<file path="src/rtl/lab6_ctrl_pkg.sv">
// lab6_ctrl_pkg: shared state encoding and widths for the lab 6 fetch controller
package lab6_ctrl_pkg;
  typedef enum logic [2:0] {
    HALTED = 3'd0,
    FETCH1 = 3'd1,
    FETCH2 = 3'd2,
    FETCH3 = 3'd3,
    PAUSE1 = 3'd4,
    PAUSE2 = 3'd5
  } state_t;
  localparam int WAIT_W = 4;
endpackage

</file>
<file path="src/rtl/fetch_controller.sv">
// fetch_controller: Moore FSM sequencing MAR<-PC, PC<-PC+1, MDR<-M[MAR], IR<-MDR with operator pause
module fetch_controller
  import lab6_ctrl_pkg::*;
#(
  parameter int MEM_WAIT = 1,
  parameter int CNT_W = 16
) (
  input  logic             Clk,
  input  logic             Reset,
  input  logic             Run,
  input  logic             Continue,
  output logic             GatePC,
  output logic             GateMDR,
  output logic             GateMARMUX,
  output logic             LD_MAR,
  output logic             LD_PC,
  output logic             LD_MDR,
  output logic             LD_IR,
  output logic             MIO_EN,
  output logic             Mem_CE,
  output logic             Mem_OE,
  output logic             Mem_WE,
  output logic [2:0]       State,
  output logic [CNT_W-1:0] Fetch_Count
);
  localparam logic [WAIT_W-1:0] LAST = WAIT_W'(MEM_WAIT);
  state_t state;
  logic [WAIT_W-1:0] wcnt;
  // state, SRAM wait counter and completed-fetch counter; PAUSE1/PAUSE2 pair turns a held Continue into one fetch
  always_ff @(posedge Clk) begin
    if (Reset) begin
      state <= HALTED;
      wcnt <= '0;
      Fetch_Count <= '0;
    end else begin
      case (state)
        HALTED: state <= Run ? FETCH1 : HALTED;
        FETCH1: begin
          state <= FETCH2;
          wcnt <= '0;
        end
        FETCH2: begin
          state <= (wcnt == LAST) ? FETCH3 : FETCH2;
          wcnt <= wcnt + 1'b1;
        end
        FETCH3: begin
          state <= PAUSE1;
          Fetch_Count <= Fetch_Count + 1'b1;
        end
        PAUSE1: state <= Continue ? PAUSE2 : PAUSE1;
        PAUSE2: state <= Continue ? PAUSE2 : FETCH1;
        default: state <= HALTED;
      endcase
    end
  end
  assign GatePC = state == FETCH1;
  assign LD_MAR = state == FETCH1;
  assign LD_PC = state == FETCH1;
  assign GateMDR = state == FETCH3;
  assign LD_IR = state == FETCH3;
  assign GateMARMUX = 1'b0;
  assign MIO_EN = state == FETCH2;
  assign LD_MDR = state == FETCH2 && wcnt == LAST;
  assign Mem_CE = state != FETCH2;
  assign Mem_OE = state != FETCH2;
  assign Mem_WE = 1'b1;
  assign State = state;
endmodule

</file>
<file path="config.mk">
export PLATFORM = sky130hd
export DESIGN_NAME = fetch_controller
export DESIGN_NICKNAME = d
export VERILOG_FILES = /design/src/rtl/lab6_ctrl_pkg.sv /design/src/rtl/fetch_controller.sv
export SDC_FILE = /design/constraint.sdc
export NUM_CORES = 1
export LEC_CHECK = 0
export CAP_MARGIN = 20
export CORE_MARGIN = 5
export CORE_UTILIZATION = 55
export CTS_CLUSTER_SIZE = 16
export DETAILED_ROUTE_END_ITERATION = 16
export DONT_BUFFER_PORTS = 1
export PLACE_DENSITY_LB_ADDON = 0.15
export SLEW_MARGIN = 5
export SYNTH_ARGS = -nofsm -noshare
export SYNTH_HDL_FRONTEND = slang
export SYNTH_SLANG_ARGS = --single-unit
</file>
<file path="constraint.sdc">
create_clock -name Clk -period 1.9 [get_ports Clk]
set_input_delay 0.38 -clock Clk [delete_from_list [all_inputs] [get_ports Clk]]
set_output_delay 0.38 -clock Clk [all_outputs]
set_load 0.01 [all_outputs]
</file>
# Yosys cells after proc, flatten, opt, wreduce, memory -nomap -nowiden
# Index checks and enable logic that the tools add are counted.
# Widths: inputs -> output; s select.
dict set report op_classes {
  addsub 2
  mul 0
  n_div 0
  n_lt_le_gt_ge 0
  n_eq_ne 7
  shifts 0
  mux 6
  bitwise_logic 0
  n_reduce_logical 3
}
# cell count
set ops {}
lappend ops {{$pmux 3 s6} 1}
lappend ops {{$add 16x1->16 const B} 1}
lappend ops {{$pmux 4 s2} 1}
lappend ops {{$eq 3x2->1 const B} 2}
lappend ops {{$eq 3x3->1 const B} 2}
lappend ops {{$add 4x1->4 const B} 1}
lappend ops {{$eq 4x1->1 const B} 1}
lappend ops {{$eq 3x1->1 const B} 1}
lappend ops {{$logic_not 3->1} 1}
lappend ops {{$mux 1} 3}
lappend ops {{$mux 3} 1}
lappend ops {{$ne 3x2->1 const B} 1}
lappend ops {{$reduce_bool 2->1} 1}
lappend ops {{$logic_and 1x1->1} 1}
dict set report word_totals {
  register_bits 23
  latch_bits 0
  ram_bits 0
  mem_bits_ro 0
  inputBits 4
  output_inout_bits 30
  wordCells 21
  mem_count 0
}

# Logic depth before layout (Yosys ltp)
dict set report logic_depth {
  ltp_word 3
  mapped_depth 6
  depth_no_buf 5
}

# Worst setup path before layout
# Ideal clock, no wire load.
dict set report synth_timing {
  kind {register to output}
  from {register state[1], in the netlist State[1]}
  to {output LD_MDR}
  arrival_ns 1.524
  t_required_ns 1.520
  slack_ns -0.004
  stages_incl_launch_ff 5
  n_path_buf 1
  cell_sequence {dfxtp_1 > buf_4 > or3b_2 > inv_1 > and4_1}
}
dict set report synth_between {
  elab_chain_cells 2
}
# element line_no
set synth_lines {}
lappend synth_lines {{start, declared} fetch_controller.sv:27} ;# state_t state;
lappend synth_lines {{start signal, assigned} fetch_controller.sv:37} ;# HALTED: state <= Run ? FETCH1 : HALTED;
lappend synth_lines {{start signal, assigned} fetch_controller.sv:43} ;# state <= (wcnt == LAST) ? FETCH3 : FETCH2;
lappend synth_lines {{start signal, assigned} fetch_controller.sv:50} ;# PAUSE1: state <= Continue ? PAUSE2 : PAUSE1;
lappend synth_lines {{$eq 3x2->1} --}
lappend synth_lines {{via MIO_EN} fetch_controller.sv:19} ;# output logic MIO_EN,
lappend synth_lines {{$logic_and 1x1->1} fetch_controller.sv:63} ;# assign LD_MDR = state == FETCH2 && wcnt == LAST;
lappend synth_lines {{end, declared} fetch_controller.sv:17} ;# output logic LD_MDR,
# The timed path passes the listed nets, and every way through them passes these cells.

# Worst setup path after layout
dict set report layout_timing {
  from {register state[0], in the netlist State[0]}
  to {output LD_MDR}
}
dict set report layout_between {
  elab_chain_cells 2
}
# element line_no
set layout_lines {}
lappend layout_lines {{$eq 3x2->1} fetch_controller.sv:63}
lappend layout_lines {{$logic_and 1x1->1} fetch_controller.sv:63}
# No other way between the ends.

==> reports/results.txt <==
status: finished, final reports clean
Initial Utilization: 0.575
Crit. End Element: output port
fin crit share: 0.923
flops & latches, synth: 23
Core Area: 1960 um^2
Pleak: 0.504 nW
WL/cell: 12.9 um
crit path from: State[0]
CP endpoint: LD_MDR
max-cap violations: 0
H-tree levels: 1
Worst Skew: 3.83 ps
synthesized area: 1130 um^2
Avg Cell Area, Syn: 8.48 um^2
largest net degree at the start of global routing: 24
Site Rows: 16
most common cell in the synthesized netlist: dfxtp_1
Worst EP arrival: 1370 ps
Reg2Reg Capture Point: Fetch_Count[13]
Final Slew Violations: 0
Final min period: 1750 ps
area growth from synthesis to layout: 12.0%
area leader, netlist: dfxtp_1
DIE WIDTH: 55.3 um
Vias/cell: 5.37
number of flops mapped to enable cells by yosys: 0
Top Ports: 34
drt drc: 0
clock-pin slew on the worst setup and hold paths: 110 ps
Area after DPL: 1210 um^2
type of origin of the critical path: flop
Seq/Total Area, Yosys: 0.408
die extent in y: 55.3 um
design area: 1260 um^2
RR Startpoint: Fetch_Count[1]
Synthesized Nets: 140
CTS buffer count: 3
Routed Antenna Nets: 0
HP Class: in -> reg
Primary FF master, synth: dfxtp_1
Port-buffer cells: 0
Crit path required time: 1520 ps
layout cells sized above 1: 0.208
total die area: 3060 um^2
total number of vias: 918
Multi-input gate area: 581 um^2
Async SR Flop Fraction: 0
first-pass GRT wire length: 3830 um
Detail Placement HPWL: 1650 um
R2R setup slack: 170 ps
Worst-Skew Late Latency: 300 ps
total track usage: 0.151
R2R cell count: 4
Nets: 152
Max VDD drop: 0.413 mV
# fillers: 191
fmax: 570 MHz
Congestion Overflow GR: 0
Pre-antenna DRT Iters: 2
top post-synthesis cells by count: dfxtp_1 (23), nor2_1 (17), a21oi_1 (13)
Clk Tree Root Cell: clkbuf_4
First DRT Iteration DRCs: 10
crit-path max FO: 4
vias in the first global route: 860
Placer Congestion: 0.761
diode count: 0
Post-Synthesis Cells: 133
Setup-failing EPs final: 0
setup TNS: 0 ps
Seq. cell area: 468 um^2
final wirelength: 2210 um
Setup CP Type: reg -> out
CTS tree: yes
synth top area cells: dfxtp_1 (41%), a21oi_1 (5.8%), nor2_1 (5.7%)
Yosys top cell area share: 0.408
unrepaired setup endpoints after global routing: false
post-synth cell types: 32
initial antenna violation count: 0
clk sinks: 23
PD cells: 653 nW/um^2
Synth Warn #: 0
Hold Vio Cnt, Final: 0
Clock Path Buffers: 2
placed cells by master, fill, tap and decap left out, types with 2 or more instances in the layout:
cell / n
a21oi_1: 13
and3_1: 2
buf_4: 18
clkbuf_4: 3
conb_1: 2
dfxtp_1: 21
dfxtp_4: 2
ha_1: 3
inv_1: 4
nand2_1: 8
nand3_1: 4
nand4_1: 6
nor2_1: 17
nor3_1: 3
o21ai_0: 5
o31ai_1: 2
or3_1: 3
or4_1: 2
xnor2_1: 5
xor2_1: 5
worst min-delay path by stage:
stage / startpoint / endpoint / slack [ps] / depth (start not counted)
3_5_place_dp: wcnt[3] / wcnt[3] / 450 / 2
6_report: Reset / State[0] / 130 / 1
4_1_cts: Reset / State[0] / 120 / 1
5_1_grt: Reset / Fetch_Count[1] / 100 / 1
3_3_place_gp: wcnt[3] / wcnt[3] / 430 / 2
2_1_floorplan: wcnt[3] / wcnt[3] / 430 / 2
through the flow:
step                power, mW  cells   util  setup WS, ps  hold WS (ps)
floorplan               0.600    133      -          62.4           432
global placement        0.607    165  0.616           205           432
detailed placement      0.608    165  0.616           191           446
CTS                     0.833    170  0.636          10.8           117
global route            0.872    171  0.643          27.7          98.9
finish                  0.825    171  0.643           146           131
registers in the layout, indices dropped and copies added, names as in the netlist:
| signal | cells |
|---|---|
| wcnt | 4 |
| State | 3 |
| Fetch_Count | 16 |
cell families after synthesis:
| logic type | after synthesis | synth area share |
|---|---|---|
| simple gates | 57 | 0.287 |
| xor+xnor | 10 | 0.0777 |
| fa+ha+maj | 3 | 0.0333 |
| compound gates | 22 | 0.105 |
| other cells | 2 | 0.00666 |
| flops | 23 | 0.408 |
| buf+inv | 16 | 0.0810 |
report_power, final:
part / total, mW / internal (mW) / switching, mW
sequential: 0.502 / 0.493 / 0.00956
clock: 0.216 / 0.0817 / 0.134
combinational: 0.107 / 0.0477 / 0.0588
critical path: stages, from the launching register on:
cell and delay [ps]:
dfxtp_4 370, or3b_4 400, inv_2 60, and4_4 240
cell type report:
cell class                 count  area share
sequential                    23       0.371
multi-input combinational     94       0.460
timing repair buffer          18       0.107
clock buffer                   4      0.0208
tap                           27      0.0268
inverter                       5      0.0149
layer usage:
metal	vias up	wire, um	global-route usage
met1	419	1030	0.183
met5	-	0	0
met4	0	15	0.0521
met3	2	161	0.0536
li1	475	-	-
met2	22	1000	0.245
timing repair:
action,CTS,global route
gates cloned,0,0
buffers inserted,1,1
endpoints found under the setup margin,4,1
gates resized for setup,4,3
hold buffers,0,0
hold endpoints to repair,0,0
(Power assumes the default switching activity.)
